`src/rtl/mdu_div_wb.sv`:
```
// mdu_div_wb: RV32M DIV/DIVU/REM/REMU restoring divider feeding the register-file write port.
// Latency: 32 cycles from start accept to wb_en (1 cycle for div-by-zero/overflow with DIV_EARLY_OUT_EN).
// Backpressure: none downstream; start is ignored while busy=1 (no queueing); flush aborts in-flight work.
//
// Ports:
//   clk, reset          clock (rising edge) and asynchronous active-high reset
//   start, op           request (accepted only when idle and flush=0); 00=DIV 01=DIVU 10=REM 11=REMU
//   rs1_data, rs2_data  dividend / divisor, sampled only in the accept cycle
//   rd_addr             destination register, sampled with start
//   flush               synchronous abort of the in-flight operation (outranks start)
//   busy                high while the unit is not idle
//   wb_en/wb_addr/wb_data  one-cycle register-file write strobe, address and data
//
// Build option: define DIV_EARLY_OUT_EN to finish divide-by-zero and signed-overflow
// cases one cycle after accept instead of running all 32 iterations.

module mdu_div_wb #(
    parameter int XLEN = 32,
    parameter int RA_W = 5
) (
    input  logic            clk,
    input  logic            reset,
    input  logic            start,
    input  logic [1:0]      op,
    input  logic [XLEN-1:0] rs1_data,
    input  logic [XLEN-1:0] rs2_data,
    input  logic [RA_W-1:0] rd_addr,
    input  logic            flush,
    output logic            busy,
    output logic            wb_en,
    output logic [RA_W-1:0] wb_addr,
    output logic [XLEN-1:0] wb_data
);

    localparam int               CNT_W    = $clog2(XLEN);
    localparam logic [CNT_W-1:0] CNT_LAST = CNT_W'(XLEN - 1);
    localparam logic [CNT_W-1:0] CNT_ONE  = CNT_W'(1);
    localparam logic [XLEN-1:0]  ZERO     = '0;
    localparam logic [XLEN-1:0]  ALL_ONES = '1;
    localparam logic [XLEN-1:0]  MIN_NEG  = {1'b1, {(XLEN-1){1'b0}}};

    typedef enum logic [1:0] {
        IDLE = 2'd0,
        CALC = 2'd1,
        DONE = 2'd2
    } state_t;

    // Everything about the accepted operation that is needed again when forming the result.
    typedef struct packed {
        logic [1:0]      opc;
        logic [RA_W-1:0] rd;
        logic            neg1;   // rs1 negative (signed ops only)
        logic            neg2;   // rs2 negative (signed ops only)
        logic            div0;   // divisor was zero
        logic            ovf;    // signed MIN_NEG / -1
    } ctx_t;

    state_t           state;
    ctx_t             ctx;
    logic [CNT_W-1:0] cnt;
    logic [XLEN-1:0]  dvd_q;     // dividend shifts out MSB-first while quotient bits shift in
    logic [XLEN-1:0]  dsr_q;     // |divisor|
    logic [XLEN-1:0]  rem_q;     // partial remainder

    // ---------------- operand capture ----------------
    logic            signed_in;
    logic            neg1_in;
    logic            neg2_in;
    logic            div0_in;
    logic            ovf_in;
    logic [XLEN-1:0] abs1_in;
    logic [XLEN-1:0] abs2_in;

    assign signed_in = ~op[0];
    assign neg1_in   = signed_in & rs1_data[XLEN-1];
    assign neg2_in   = signed_in & rs2_data[XLEN-1];
    assign abs1_in   = neg1_in ? (ZERO - rs1_data) : rs1_data;
    assign abs2_in   = neg2_in ? (ZERO - rs2_data) : rs2_data;
    assign div0_in   = (rs2_data == ZERO);
    assign ovf_in    = signed_in & (rs1_data == MIN_NEG) & (rs2_data == ALL_ONES);

    // ---------------- one restoring step ----------------
    // The shifted remainder needs one extra bit: it can reach 2*|divisor|-1.
    logic [XLEN:0]   rem_sh;
    logic            q_bit;
    logic [XLEN-1:0] r_step;
    logic [XLEN-1:0] q_step;

    assign rem_sh = {rem_q, dvd_q[XLEN-1]};
    assign q_bit  = (rem_sh >= {1'b0, dsr_q});
    assign r_step = q_bit ? XLEN'(rem_sh - {1'b0, dsr_q}) : rem_sh[XLEN-1:0];
    assign q_step = {dvd_q[XLEN-2:0], q_bit};

    // ---------------- early-out selection ----------------
    logic early_hit;
`ifdef DIV_EARLY_OUT_EN
    assign early_hit = ctx.div0 | ctx.ovf;
`else
    assign early_hit = 1'b0;
`endif

    // ---------------- result formatting ----------------
    // On the iterative path a zero divisor leaves |rs1| in the remainder, and
    // MIN_NEG/-1 naturally yields quotient MIN_NEG, remainder 0. The early-out
    // path skips the iterations, so dvd_q still holds |rs1| and the overflow
    // remainder is forced to zero.
    logic [XLEN-1:0] r_fin;
    logic [XLEN-1:0] result;

    assign r_fin = ctx.ovf ? ZERO : (early_hit ? dvd_q : r_step);

    always_comb begin
        result = ZERO;
        if (ctx.opc[1]) begin
            result = ctx.neg1 ? (ZERO - r_fin) : r_fin;
        end else if (ctx.div0) begin
            result = ALL_ONES;
        end else if (ctx.ovf) begin
            result = MIN_NEG;
        end else begin
            result = (ctx.neg1 ^ ctx.neg2) ? (ZERO - q_step) : q_step;
        end
    end

    // ---------------- FSM and datapath ----------------
    always_ff @(posedge clk or posedge reset) begin
        if (reset) begin
            state   <= IDLE;
            ctx     <= '0;
            cnt     <= '0;
            dvd_q   <= '0;
            dsr_q   <= '0;
            rem_q   <= '0;
            busy    <= 1'b0;
            wb_en   <= 1'b0;
            wb_addr <= '0;
            wb_data <= '0;
        end else begin
            case (state)
                IDLE: begin
                    wb_en <= 1'b0;
                    if (start && !flush) begin
                        ctx   <= '{opc: op, rd: rd_addr, neg1: neg1_in, neg2: neg2_in,
                                   div0: div0_in, ovf: ovf_in};
                        dvd_q <= abs1_in;
                        dsr_q <= abs2_in;
                        rem_q <= '0;
                        cnt   <= '0;
                        state <= CALC;
                        busy  <= 1'b1;
                    end
                end
                CALC: begin
                    if (flush) begin
                        state <= IDLE;
                        busy  <= 1'b0;
                        wb_en <= 1'b0;
                    end else if (early_hit) begin
                        state   <= DONE;
                        wb_en   <= (ctx.rd != '0);
                        wb_addr <= ctx.rd;
                        wb_data <= result;
                    end else begin
                        dvd_q <= q_step;
                        rem_q <= r_step;
                        // The final step's result is formatted and written in the same edge.
                        if (cnt == CNT_LAST) begin
                            state   <= DONE;
                            wb_en   <= (ctx.rd != '0);
                            wb_addr <= ctx.rd;
                            wb_data <= result;
                        end else begin
                            cnt <= cnt + CNT_ONE;
                        end
                    end
                end
                DONE: begin
                    state <= IDLE;
                    busy  <= 1'b0;
                    wb_en <= 1'b0;
                end
                default: begin
                    state <= IDLE;
                    busy  <= 1'b0;
                    wb_en <= 1'b0;
                end
            endcase
        end
    end

endmodule

```
`config.mk`:
```
export PLATFORM = sky130hd
export DESIGN_NAME = mdu_div_wb
export DESIGN_NICKNAME = d
export VERILOG_FILES = /design/src/rtl/mdu_div_wb.sv
export SDC_FILE = /design/constraint.sdc
export NUM_CORES = 1
export LEC_CHECK = 0
export BUFFER_PORTS_ARGS = -buffer_cell sky130_fd_sc_hd__buf_2
export CAP_MARGIN = 20
export CORE_MARGIN = 3
export CORE_UTILIZATION = 55
export DETAILED_ROUTE_END_ITERATION = 8
export GPL_TIMING_DRIVEN = 1
export PLACE_DENSITY_LB_ADDON = 0.08
export SLEW_MARGIN = 20
export SYNTH_ARGS = -nofsm -noshare
export SYNTH_HDL_FRONTEND = slang
export SYNTH_SLANG_ARGS = --single-unit
```
`constraint.sdc`:
```
create_clock -name clk -period 5.1 [get_ports clk]
set_clock_uncertainty 0.15 [all_clocks]
set_input_delay 1.02 -clock clk [delete_from_list [all_inputs] [get_ports clk]]
set_output_delay 1.02 -clock clk [all_outputs]
set_load 0.02 [all_outputs]
```
# == Word level (Yosys, flattened, before mapping) ==
# Index checks and enable logic that the tools add are counted.
# word_totals
reg_bits,153
input_bits,75
# op_classes
add_sub_neg,6
order_cmp,1
n_eq_ne,9
mux,29
bitwise,7
reduce_logical,12
# ops
op,n
$mux W32,13
$pmux W32 S2,2
$sub A1 B32 Y32 const A,4
$eq A32 B32 Y1 const B,2
$ge A33 B32 Y1,1
$logic_not A32 Y1,1
$sub A32 B32 Y32,1
$mux W5,3
$pmux W5 S2,1
$ne A2 B2 Y1 const B,4
$mux W2,3
$reduce_and A2 Y1,3
$reduce_and A3 Y1,2
$add A5 B1 Y5 const B,1
$eq A5 B5 Y1 const B,1
$mux W1,5
$reduce_bool A5 Y1,1
$and A1 B1 Y1,4
$pmux W2 S2,1
$reduce_and A4 Y1,1
$ne A3 B3 Y1 const B,1
$eq A2 B1 Y1 const B,1
$logic_not A2 Y1,1
$not A1 Y1,2
5 further kinds,5

# == Depth between registers and ports, before layout ==
# Gate-level depths: netlist of run 1.
# depth
ltp_word,6
ltp_mapped,24

# == Worst setup path before layout of run 1 ==
# Ideal clock, no wire load.
# synth_path
path_type,reg-to-reg
startpoint,register rem_q[7]
endpoint,register wb_data[28]
setup_time_ns,0.122
arrival_time_ns,4.786
t_required_ns,4.828
path_slack_ns,0.043
path_stages_with_launch,22
path_cell_list,dfrtp_1 > ha_1 > buf_2 > a21oi_1 > o21ai_0 > a221o_1 > o21ai_2 > nand2_4 > inv_4 > buf_6 > clkbuf_1 > buf_1 > nor2_1 > a21o_1 > nand2_1 > ha_1 > o221a_2 > o2111ai_1 > nor4_4 > nand3_2 > o41a_1 > a32o_1
# synth_via
elab_chain_cells,6
# synth_lines
element,line_no,rtl
start: declaration,63,logic [XLEN-1:0] rem_q;
start signal: assignment,165,rem_q <= r_step;
$sub A32 B32 Y32 / $ge A33 B32 Y1 (equally long branches),"91, 90",
$mux W32 / $sub A1 B32 Y32 (equally long branches),"91, 121",
$mux W32 (on tied branches),"110, 121",
$sub A1 B32 Y32 / $mux W32 (equally long branches),"115, 118",
$mux W32 (on tied branches),"115, 116",
$mux W32 *,114,if (ctx.opc[1]) begin
end signal: assignment,162,wb_data <= result;
end signal: assignment,171,wb_data <= result;
end: declaration,32,output logic [XLEN-1:0] wb_data
# Every way passes the cells marked *; elsewhere a longest branch is shown, timed or not.
# A chain may end at the register's enable or synchronous reset.

# == Worst setup path in the final report of run 1 ==
# layout_path
startpoint,register rem_q[3]
endpoint,register wb_data[29]
# The elaborated chain is that of the path after synthesis.

==> impl_metrics.ini, run 1 <==
[run_status]
outcome = completed

[timing]
timing.fmax_ghz = 0.2044
timing.hold.ws_ps = 321.9
final_hold_viol_count = 0
fin_crit_sh_pct = 95.92
post-route-min-period_ps = 4892
rsz0062_at_grt = no
fin_tns_setup_ps = 0
setup_viol = 0
worstMarginPinSlew_ps = 1034
slew_headroom_pct = 30.74
final-max-slew-violation-count = 0

[cts]
h-tree-depth = 4
cts_hold_buf = 0
clockRootBuffer = clkbuf_16
cts.sinks = 152
cts_buffers = 17
clk_latency_ps = 440
clkTransAtPathRegs_ps = 60
clk_path_buf_depth = 2
cts_tree = yes

[worst_setup_path]
rr_startpoint = rem_q[3]$_DFFE_PP0P_
cp-end-kind = flop
critPathBufInv = 2
worstPathArrival_ps = 5070
crit_path_start_kind = flop
slowest_delay_ps = 580
crit_chain = ha_1 > nand3_1 > or4_4 > o31ai_4 > o21ba_4 > nand2_4 > inv_4 > buf_4 > or4b_1 > a311o_1 > nor3_2 > a211oi_1 > o41ai_1
path_delay_family = simple AND/OR/NAND/NOR gates
required_ps = 5270
crit_fanout = 21
critical_path_class = flop to flop
critPathSlowestCell = or4_4
startpoint = rem_q[3]$_DFFE_PP0P_

[pwr]
p_sw_w = 0.006170
switching_share_pct = 54.16
p_comb_share_pct = 70.7
p_int_w = 0.005222
p_seq_share_pct = 18.2
leakagePower_nw = 6.247
p_clk_share_pct = 11.2
power_density_nw_per_um2 = 826.5
ir_drop_uv = 442.4

[synthesis]
synth_top_family_by_area = compound AO/OA/AOI/OAI gates
yosys_most_used_dff = dfrtp_1
syn_nets = 1740
yosys_warnings = 0
postSynthCellCount = 1625
synthMuxAreaShare_pct = 1.983
synth.avg_cell_area_um2 = 7.611
synthesis.area_um2 = 12370
synth_xor_area_share_pct = 8.852
synth_seq_area_share_pct = 30.75
synth-simple-area-share_pct = 21.88
synth-seq-cells = 152
async_reset_ff_share_pct = 100.0
synth_edf_count = 0
synth_compound_area_share_pct = 26.78
ys_types = 87
synthAdderAreaFrac_pct = 4.107

[global_routing]
grtUsageMet1_pct = 47.97
grt_pass1_wl_um = 63960
busiest_layer = met2
use_met3_pct = 6.269
grt_pass1_vias = 11610
grt_util_all_layers_pct = 33.29
grt.overflow.total = 0
antenna_found_initial = 0
met2_usage_pct = 50.12
grt_max_degree = 65

[die]
io_pins = 114
coreArea_um2 = 21960
die_h_um = 156.0
fp-row-count = 54
fp.dieW_um = 156.0
start_util_pct = 56.32
fp.dieArea_um2 = 24320

[routing]
drt_first_pass_iters = 6
ant_nets = 0
wirelength_um = 40430
viasPerCell = 6.309
wl_per_cell_um = 20.36
vias = 12530
drt_iter0_markers = 1134
drt_drc_violations_left = 0

[finish]
nFillCells = 1967
seq_area_um2 = 3805
num_antenna_cells = 0
multi_input_area_um2 = 7919
nets = 1808
mostFrequentLayoutCells = 235 x nand2_1, 184 x o21ai_0, 151 x dfrtp_1
area_delta_synth_final_pct = 11.44
drive_gt1_share_pct = 13.07
final_common_cell = nand2_1

[flow_run]
drv_cap = 0

[min_path]
hold_path.startpoint = wb_data[3]$_DFFE_PP0P_
hp-class = flop to flop

[placed_design]
finalWeightedCongestion = 0.9364
io_buffers = 113
dpl.hpwl_um = 30500
per-layer routing:
layer,part of all wire [%],wire [um]
met3,8.3,3340
met5,0,0
met2,44,17740
met1,45,18070
met4,3.2,1283
cells in the mapped netlist (22+ instances only):
library cell	n	share of area, %
inv_1	75	2.3
nor4_1	22	1.1
o21ai_0	185	7.5
ha_1	39	3.9
xnor2_1	78	5.5
xor2_1	47	3.3
nor2_1	136	4.1
a21o_1	22	1.3
a21oi_1	148	6.0
dfrtp_1	152	31
clkbuf_1	72	2.2
nor3_1	34	1.4
nand2_1	236	7.2
a31oi_1	24	1.2
final cells by class:
type | instances | share of cell area, %
clock buffers | 22 | 3.368
clock inverters | 10 | 0.7898
inverters | 77 | 2.142
multi-input cells | 1297 | 57.45
flip-flops and latches | 152 | 27.61
well taps | 280 | 2.542
repair buffers | 148 | 6.100
flip-flops by register name, summed over array words and instances (netlist names):
signal   cells
busy         1
cnt          5
ctx         10
dsr_q       32
dvd_q       32
rem_q       32
state        2
wb_addr      5
wb_data     32
wb_en        1
power groups by stage:
stage	Clock (W)	Combinational (W)	Sequential (W)
2_1_floorplan	0	0.00571	0.00189
3_3_place_gp	0	0.00773	0.00205
3_5_place_dp	0	0.00778	0.00207
4_1_cts	0.00127	0.00783	0.00205
5_1_grt	0.00133	0.00873	0.00211
6_report	0.00127	0.00805	0.00207
logic make-up (layout without fill, tap and decap cells):
kind of cell / count (synthesis) / in the layout
fa+ha+maj: 40 / 40
mux: 24 / 24
simple gates: 575 / 575
flops: 152 / 152
buf+inv: 176 / 257
xor+xnor: 125 / 125
compound gates: 533 / 533
worst paths after layout:
path	end	cells past startpoint	slack, ps
setup / recovery	wb_data[29]$_DFFE_PP0P_	13	210
hold / removal	wb_data[3]$_DFFE_PP0P_	2	320
setup reg to reg	wb_data[29]$_DFFE_PP0P_	13	210
hold reg to reg	wb_data[3]$_DFFE_PP0P_	2	320
max in group asynchronous	dsr_q[30]$_DFFE_PP0P_	3	3230
min in group asynchronous	dsr_q[24]$_DFFE_PP0P_	2	600
timing repair:
action	in CTS	in global routing
buffers inserted	0	0
gates resized for setup	0	4
endpoints found under the setup margin	0	12
worst register-to-register path, stage by stage, from the launching register on:
cell and delay, ps:
dfrtp_1 430, ha_1 480, nand3_1 190, or4_4 580
o31ai_4 290, o21ba_4 240, nand2_4 130, inv_4 90
buf_4 220, or4b_1 550, a311o_1 440, nor3_2 520
a211oi_1 150, o41ai_1 340
metrics by stage:
step / power, W / utilization [%] / instances / cell area [um^2] / setup WS (ps)
floorplan: 0.007591 / - / 1625 / 12370 / 42.73
global placement: 0.009785 / 60.06 / 1954 / 13190 / 391.8
detailed placement: 0.009849 / 60.06 / 1954 / 13190 / 328.0
finish: 0.01139 / 62.77 / 1986 / 13780 / 207.9
CTS: 0.01116 / 62.67 / 1986 / 13760 / 276.5
global route: 0.01218 / 62.77 / 1986 / 13780 / 1.875
(Power assumes the default switching activity.)
==> inputs of run 2 (changes only) <==
--- a/config.mk
+++ b/config.mk
@@ -5,12 +5,13 @@
 export SDC_FILE = /design/constraint.sdc
 export NUM_CORES = 1
 export LEC_CHECK = 0
-export BUFFER_PORTS_ARGS = -buffer_cell sky130_fd_sc_hd__buf_2
+export BUFFER_PORTS_ARGS = -buffer_cell sky130_fd_sc_hd__clkbuf_2
 export CAP_MARGIN = 20
 export CORE_MARGIN = 3
 export CORE_UTILIZATION = 55
 export DETAILED_ROUTE_END_ITERATION = 8
 export GPL_TIMING_DRIVEN = 1
+export MAX_ROUTING_LAYER = met4
 export PLACE_DENSITY_LB_ADDON = 0.08
 export SLEW_MARGIN = 20
 export SYNTH_ARGS = -nofsm -noshare
==> impl_metrics.ini, run 2 (synthesis gave the netlist of run 1 again) <==
[run_status]
outcome = completed

[finish]
nets = 1809
drive_gt1_share_pct = 13.06
mostFrequentLayoutCells = 235 x nand2_1, 185 x o21ai_0, 151 x dfrtp_1
stdcell_count = 1988
postLayoutCellArea_um2 = 13770
final_common_cell = nand2_1
area_delta_synth_final_pct = 11.33

[timing]
setup_viol = 0
final_hold_viol_count = 0
timing.hold.ws_ps = 323.0
fin_crit_sh_pct = 97.33
worstMarginPinSlew_ps = 1082
rsz0062_at_grt = no
timing.fmax_ghz = 0.2015
fin_tns_setup_ps = 0
final-max-slew-violation-count = 0
layout_setup_ws_ps = 136.2
slew_headroom_pct = 27.70
post-route-min-period_ps = 4964

[cts]
clk_latency_ps = 430
cts_tree = yes
cts_hold_buf = 0
cts.sinks = 152
h-tree-depth = 4
post_cts_resized = 0
cts_buffers = 17
clkTransAtPathRegs_ps = 70
cts_setup_buffers = 0
clockRootBuffer = clkbuf_16
clk_path_buf_depth = 2

[routing]
drt_iter0_markers = 1145
wirelength_um = 40310
viasPerCell = 6.230
wl_per_cell_um = 20.28
drt_first_pass_iters = 5
drt_drc_violations_left = 0
ant_nets = 0
vias = 12390

[die]
fp-row-count = 54
die_h_um = 156.0
fp.dieArea_um2 = 24320
io_pins = 114
coreArea_um2 = 21960
start_util_pct = 56.32
fp.dieW_um = 156.0

[global_routing]
grt_pass1_vias = 11240
antenna_found_initial = 2
grt.overflow.total = 0
grt_util_all_layers_pct = 33.92
grt_pass1_wl_um = 63050
grt_max_degree = 153

[placed_design]
post-place-ws_ps = 291.3
placed_area_um2 = 13200
finalWeightedCongestion = 1.008
dpl.hpwl_um = 30520
dp_cells = 1954
io_buffers = 113

[worst_setup_path]
worstPathArrival_ps = 5130
path_delay_family = compound AO/OA/AOI/OAI gates
cp-end-kind = flop
critPathSlowestCell = a221oi_2
crit_path_start_kind = flop
rr_startpoint = dvd_q[31]$_DFFE_PP0P_
critical_path_class = flop to flop
crit_chain = inv_1 > ha_1 > inv_1 > fa_1 > a21o_1 > a221oi_2 > o221a_2 > xor2_1 > o21ai_0 > or4b_1 > a311o_1 > nor3_2 > a211oi_1 > o41ai_1
startpoint = dvd_q[31]$_DFFE_PP0P_
slowest_delay_ps = 540
critPathBufInv = 2
crit_top_cell = inv_1
crit_fanout = 8
required_ps = 5260

[pwr]
leakagePower_nw = 6.227
ir_drop_uv = 526.1
power_density_nw_per_um2 = 830.6

[min_path]
hold_path.startpoint = wb_data[17]$_DFFE_PP0P_
hp-class = flop to flop

[flow_run]
drv_cap = 0
[run 2: cell types whose count changed in the layout (fill, tap and decap cells not counted), sizes merged]
cell / previous run / this run
buf: 148 / 36
clkbuf: 22 / 134
diode: 0 / 1
clkinvlp: 5 / 4
bufinv: 1 / 0
clkinv: 2 / 5
[run 2: per-layer routing]
metal  routed length, um  global-route usage (%)  vias to the layer above
li1                    -                       -                     5973
met1               18400                   48.23                     5798
met2               17670                   49.44                      554
met3                3229                   6.852                       60
met4                1011                   9.083                        0
met5                   0                       -                        -
[run 2: cell type report]
class                   instances  area, um^2
inverters                      77       295.3
clock inverters                11       91.34
clock buffers                  21       460.4
multi-input cells            1297        7900
well taps                     280       350.3
fillers                      2023        8189
repair buffers                149       864.6
flip-flops and latches        152        3805
diodes                          1       2.502
[run 2: per-stage QoR]
step	util [%]	total power, W
6_report	62.71	0.01144
3_5_place_dp	60.12	0.009985
4_1_cts	62.63	0.01124
5_1_grt	62.71	0.01224
2_1_floorplan	-	0.007591
3_3_place_gp	60.12	0.009979
[run 2: path summary, 6_finish.rpt]
| kind | to | slack, ps | cells after the start |
|---|---|---|---|
| max in group asynchronous | ctx[0]$_DFFE_PP0P_ | 3350 | 3 |
| min | wb_data[17]$_DFFE_PP0P_ | 320 | 1 |
| min reg2reg | wb_data[17]$_DFFE_PP0P_ | 320 | 1 |
| max | wb_data[29]$_DFFE_PP0P_ | 140 | 14 |
| min in group asynchronous | rem_q[18]$_DFFE_PP0P_ | 610 | 3 |
| max reg2reg | wb_data[29]$_DFFE_PP0P_ | 140 | 14 |
[run 2: report_power, final]
group	switching [W]	total (W)	internal, W	leakage [nW]
Clock	0.000557	0.00122	0.000658	0.263
Sequential	0.000474	0.00207	0.00159	1.99
Combinational	0.00518	0.00815	0.00297	3.97
==> inputs of run 3 (changes only) <==
--- a/config.mk
+++ b/config.mk
@@ -5,6 +5,7 @@
 export SDC_FILE = /design/constraint.sdc
 export NUM_CORES = 1
 export LEC_CHECK = 0
+export ABC_AREA = 1
 export BUFFER_PORTS_ARGS = -buffer_cell sky130_fd_sc_hd__clkbuf_2
 export CAP_MARGIN = 20
 export CORE_MARGIN = 3
==> impl_metrics.ini, run 3 <==
[synthesis]
synthesis.area_um2 = 12800
synth_xor_area_share_pct = 3.833
yosysTopAreaCell = dfrtp_1
ys_types = 50
synthAdderAreaFrac_pct = 3.969
synth_top_family_by_area = simple AND/OR/NAND/NOR gates
postSynthCellCount = 2024
synthTopCellsByCount = 541 x nand2_1, 286 x inv_1, 193 x o21ai_0, 188 x nand3_1, 180 x nor2_1
synth.avg_cell_area_um2 = 6.323
syn_nets = 2139
synth_edf_count = 0
synthMuxAreaShare_pct = 0
synth-simple-area-share_pct = 35.12
synth_seq_area_share_pct = 29.72
yosys_most_used_dff = dfrtp_1
yosys_warnings = 0
yosysTopAreaCellShare_pct = 29.72
synth_compound_area_share_pct = 15.96
async_reset_ff_share_pct = 100.0
synth-seq-cells = 152
synth.most_common_cell = nand2_1
synthTopCellsByArea = dfrtp_1 30%, nand2_1 16%, inv_1 8.4%

[cts]
h-tree-depth = 4
clkTransAtPathRegs_ps = 70
cts_buffers = 17
cts_hold_buf = 0
cts_setup_buffers = 0
clk_path_buf_depth = 2
clk_latency_ps = 440
cts.sinks = 152
cts_tree = yes
clockRootBuffer = clkbuf_16

[finish]
mostFrequentLayoutCells = 541 x nand2_1, 285 x inv_1, 193 x o21ai_0
finalCoreUtilization_pct = 62.11
seq_area_um2 = 3804
drive_gt1_share_pct = 10.96
nFillCells = 2218
nets = 2219
num_antenna_cells = 0
final_common_cell = nand2_1
area_delta_synth_final_pct = 10.55
multi_input_area_um2 = 7555

[flow_run]
drv_cap = 0

[die]
die_h_um = 158.5
io_pins = 114
fp.dieW_um = 158.5
fp.dieArea_um2 = 25130
coreArea_um2 = 22780
fp-row-count = 55
start_util_pct = 56.18

[pwr]
leakagePower_nw = 7.403
power_density_nw_per_um2 = 653.1
ir_drop_uv = 326.5

[global_routing]
antenna_found_initial = 0
grt.overflow.total = 0
grt_max_degree = 79
grt_pass1_wl_um = 65910
grt_util_all_layers_pct = 34.81
grt_pass1_vias = 12130

[routing]
wirelength_um = 42380
drt_drc_violations_left = 0
drt_first_pass_iters = 8
vias = 13590
viasPerCell = 5.594
ant_nets = 0
wl_per_cell_um = 17.45
drt_iter0_markers = 1244

[worst_setup_path]
crit_fanout = 36
critical_path_class = flop to flop
crit_path_start_kind = flop
cp-end-kind = flop
required_ps = 5260
critPathSlowestCell = dfrtp_1
worstPathArrival_ps = 4720
slowest_delay_ps = 360

[timing]
fin_tns_setup_ps = 0
timing.fmax_ghz = 0.2194
rsz0062_at_grt = no
final-max-slew-violation-count = 0
final_hold_viol_count = 0
setup_viol = 0
fin_crit_sh_pct = 89.37
post-route-min-period_ps = 4558
slew_headroom_pct = 35.33
worstMarginPinSlew_ps = 969.0

[placed_design]
dpl.hpwl_um = 32940
io_buffers = 113
finalWeightedCongestion = 1.011

[run_status]
outcome = completed

[min_path]
hp-class = flop to flop
==> run 3: cell count changes after synthesis, moves of 17 or more <==
cell      before  now
nand2_1      236  541
inv_1         75  286
nand3_1       19  188
xnor2_1       78   23
nor2_1       136  180
clkbuf_1      72   44
a21o_1        22    0
a31oi_1       24    3
or3_1         21    0
mux2i_1       20    0
a211oi_1      21    2
a21oi_1      148  131
==> run 3: through the flow <==
step | power (W) | setup slack, ps | hold WS, ps | area, um^2 | instances
after floorplan | 0.006245 | 1420 | 283.9 | 12800 | 2024
after global placement | 0.007771 | 735.3 | 312.6 | 13570 | 2398
after detailed placement | 0.007819 | 597.1 | 322.6 | 13570 | 2398
after CTS | 0.009106 | 553.9 | 339.8 | 14140 | 2429
after global routing | 0.01001 | 60.39 | 354.1 | 14150 | 2429
final | 0.009240 | 542.0 | 333.2 | 14150 | 2429
==> run 3: area by class of cell <==
class | count | area share [%]
clock buffers | 20 | 3.228
clock inverters | 11 | 0.7960
inverters | 298 | 7.933
multi-input cells | 1505 | 53.40
flip-flops and latches | 152 | 26.89
well taps | 313 | 2.768
repair buffers | 130 | 4.988
==> run 3: timing repair <==
action / CTS / global route
setup endpoints to repair: 0 / 1
gates resized for setup: 0 / 1
hold endpoints to repair: 0 / 0
==> run 3: report_power, final <==
group / leakage, nW / internal [W] / switching, W
combinational: 5.15 / 0.00186 / 0.00439
clock: 0.278 / 0.000704 / 0.000551
sequential: 1.97 / 0.00149 / 0.000251
==> run 3: path summary, 6_finish.rpt <==
check                                       from                       to  slack (ps)  cells after the start
max                         dsr_q[8]$_DFFE_PP0P_  wb_data[28]$_DFFE_PP0P_         540                     29
min                        dsr_q[19]$_DFFE_PP0P_    dsr_q[19]$_DFFE_PP0P_         330                      2
max reg2reg                 dsr_q[8]$_DFFE_PP0P_  wb_data[28]$_DFFE_PP0P_         540                     29
min reg2reg                dsr_q[19]$_DFFE_PP0P_    dsr_q[19]$_DFFE_PP0P_         330                      2
max in group asynchronous                  reset     rem_q[8]$_DFFE_PP0P_        3130                      3
min in group asynchronous                  reset  wb_data[15]$_DFFE_PP0P_         590                      2
==> run 3: logic make-up (layout without fill, tap and decap cells) <==
family                   after synthesis  after routing
AO/OA/AOI/OAI                        380            380
XOR/XNOR                              56             56
adder cells (fa/ha/maj)               40             40
buffers and inverters                367            459
flip-flops                           152            152
AND/OR/NAND/NOR                     1029           1029
==> run 3: critical path: cells and delay by family, from the launching register on <==
kind | cells | cell delay (ps)
AO/OA/AOI/OAI | 4 | 630
adder cells (fa/ha/maj) | 2 | 570
buffers and inverters | 7 | 660
flip-flops | 1 | 360
AND/OR/NAND/NOR | 16 | 2040
==> run 3: routing by layer <==
layer  part of all wire [%]  track usage [%]
met5                      0                -
met4                    2.8            10.04
met3                    9.0            7.013
met2                     42            49.72
met1                     46            50.07
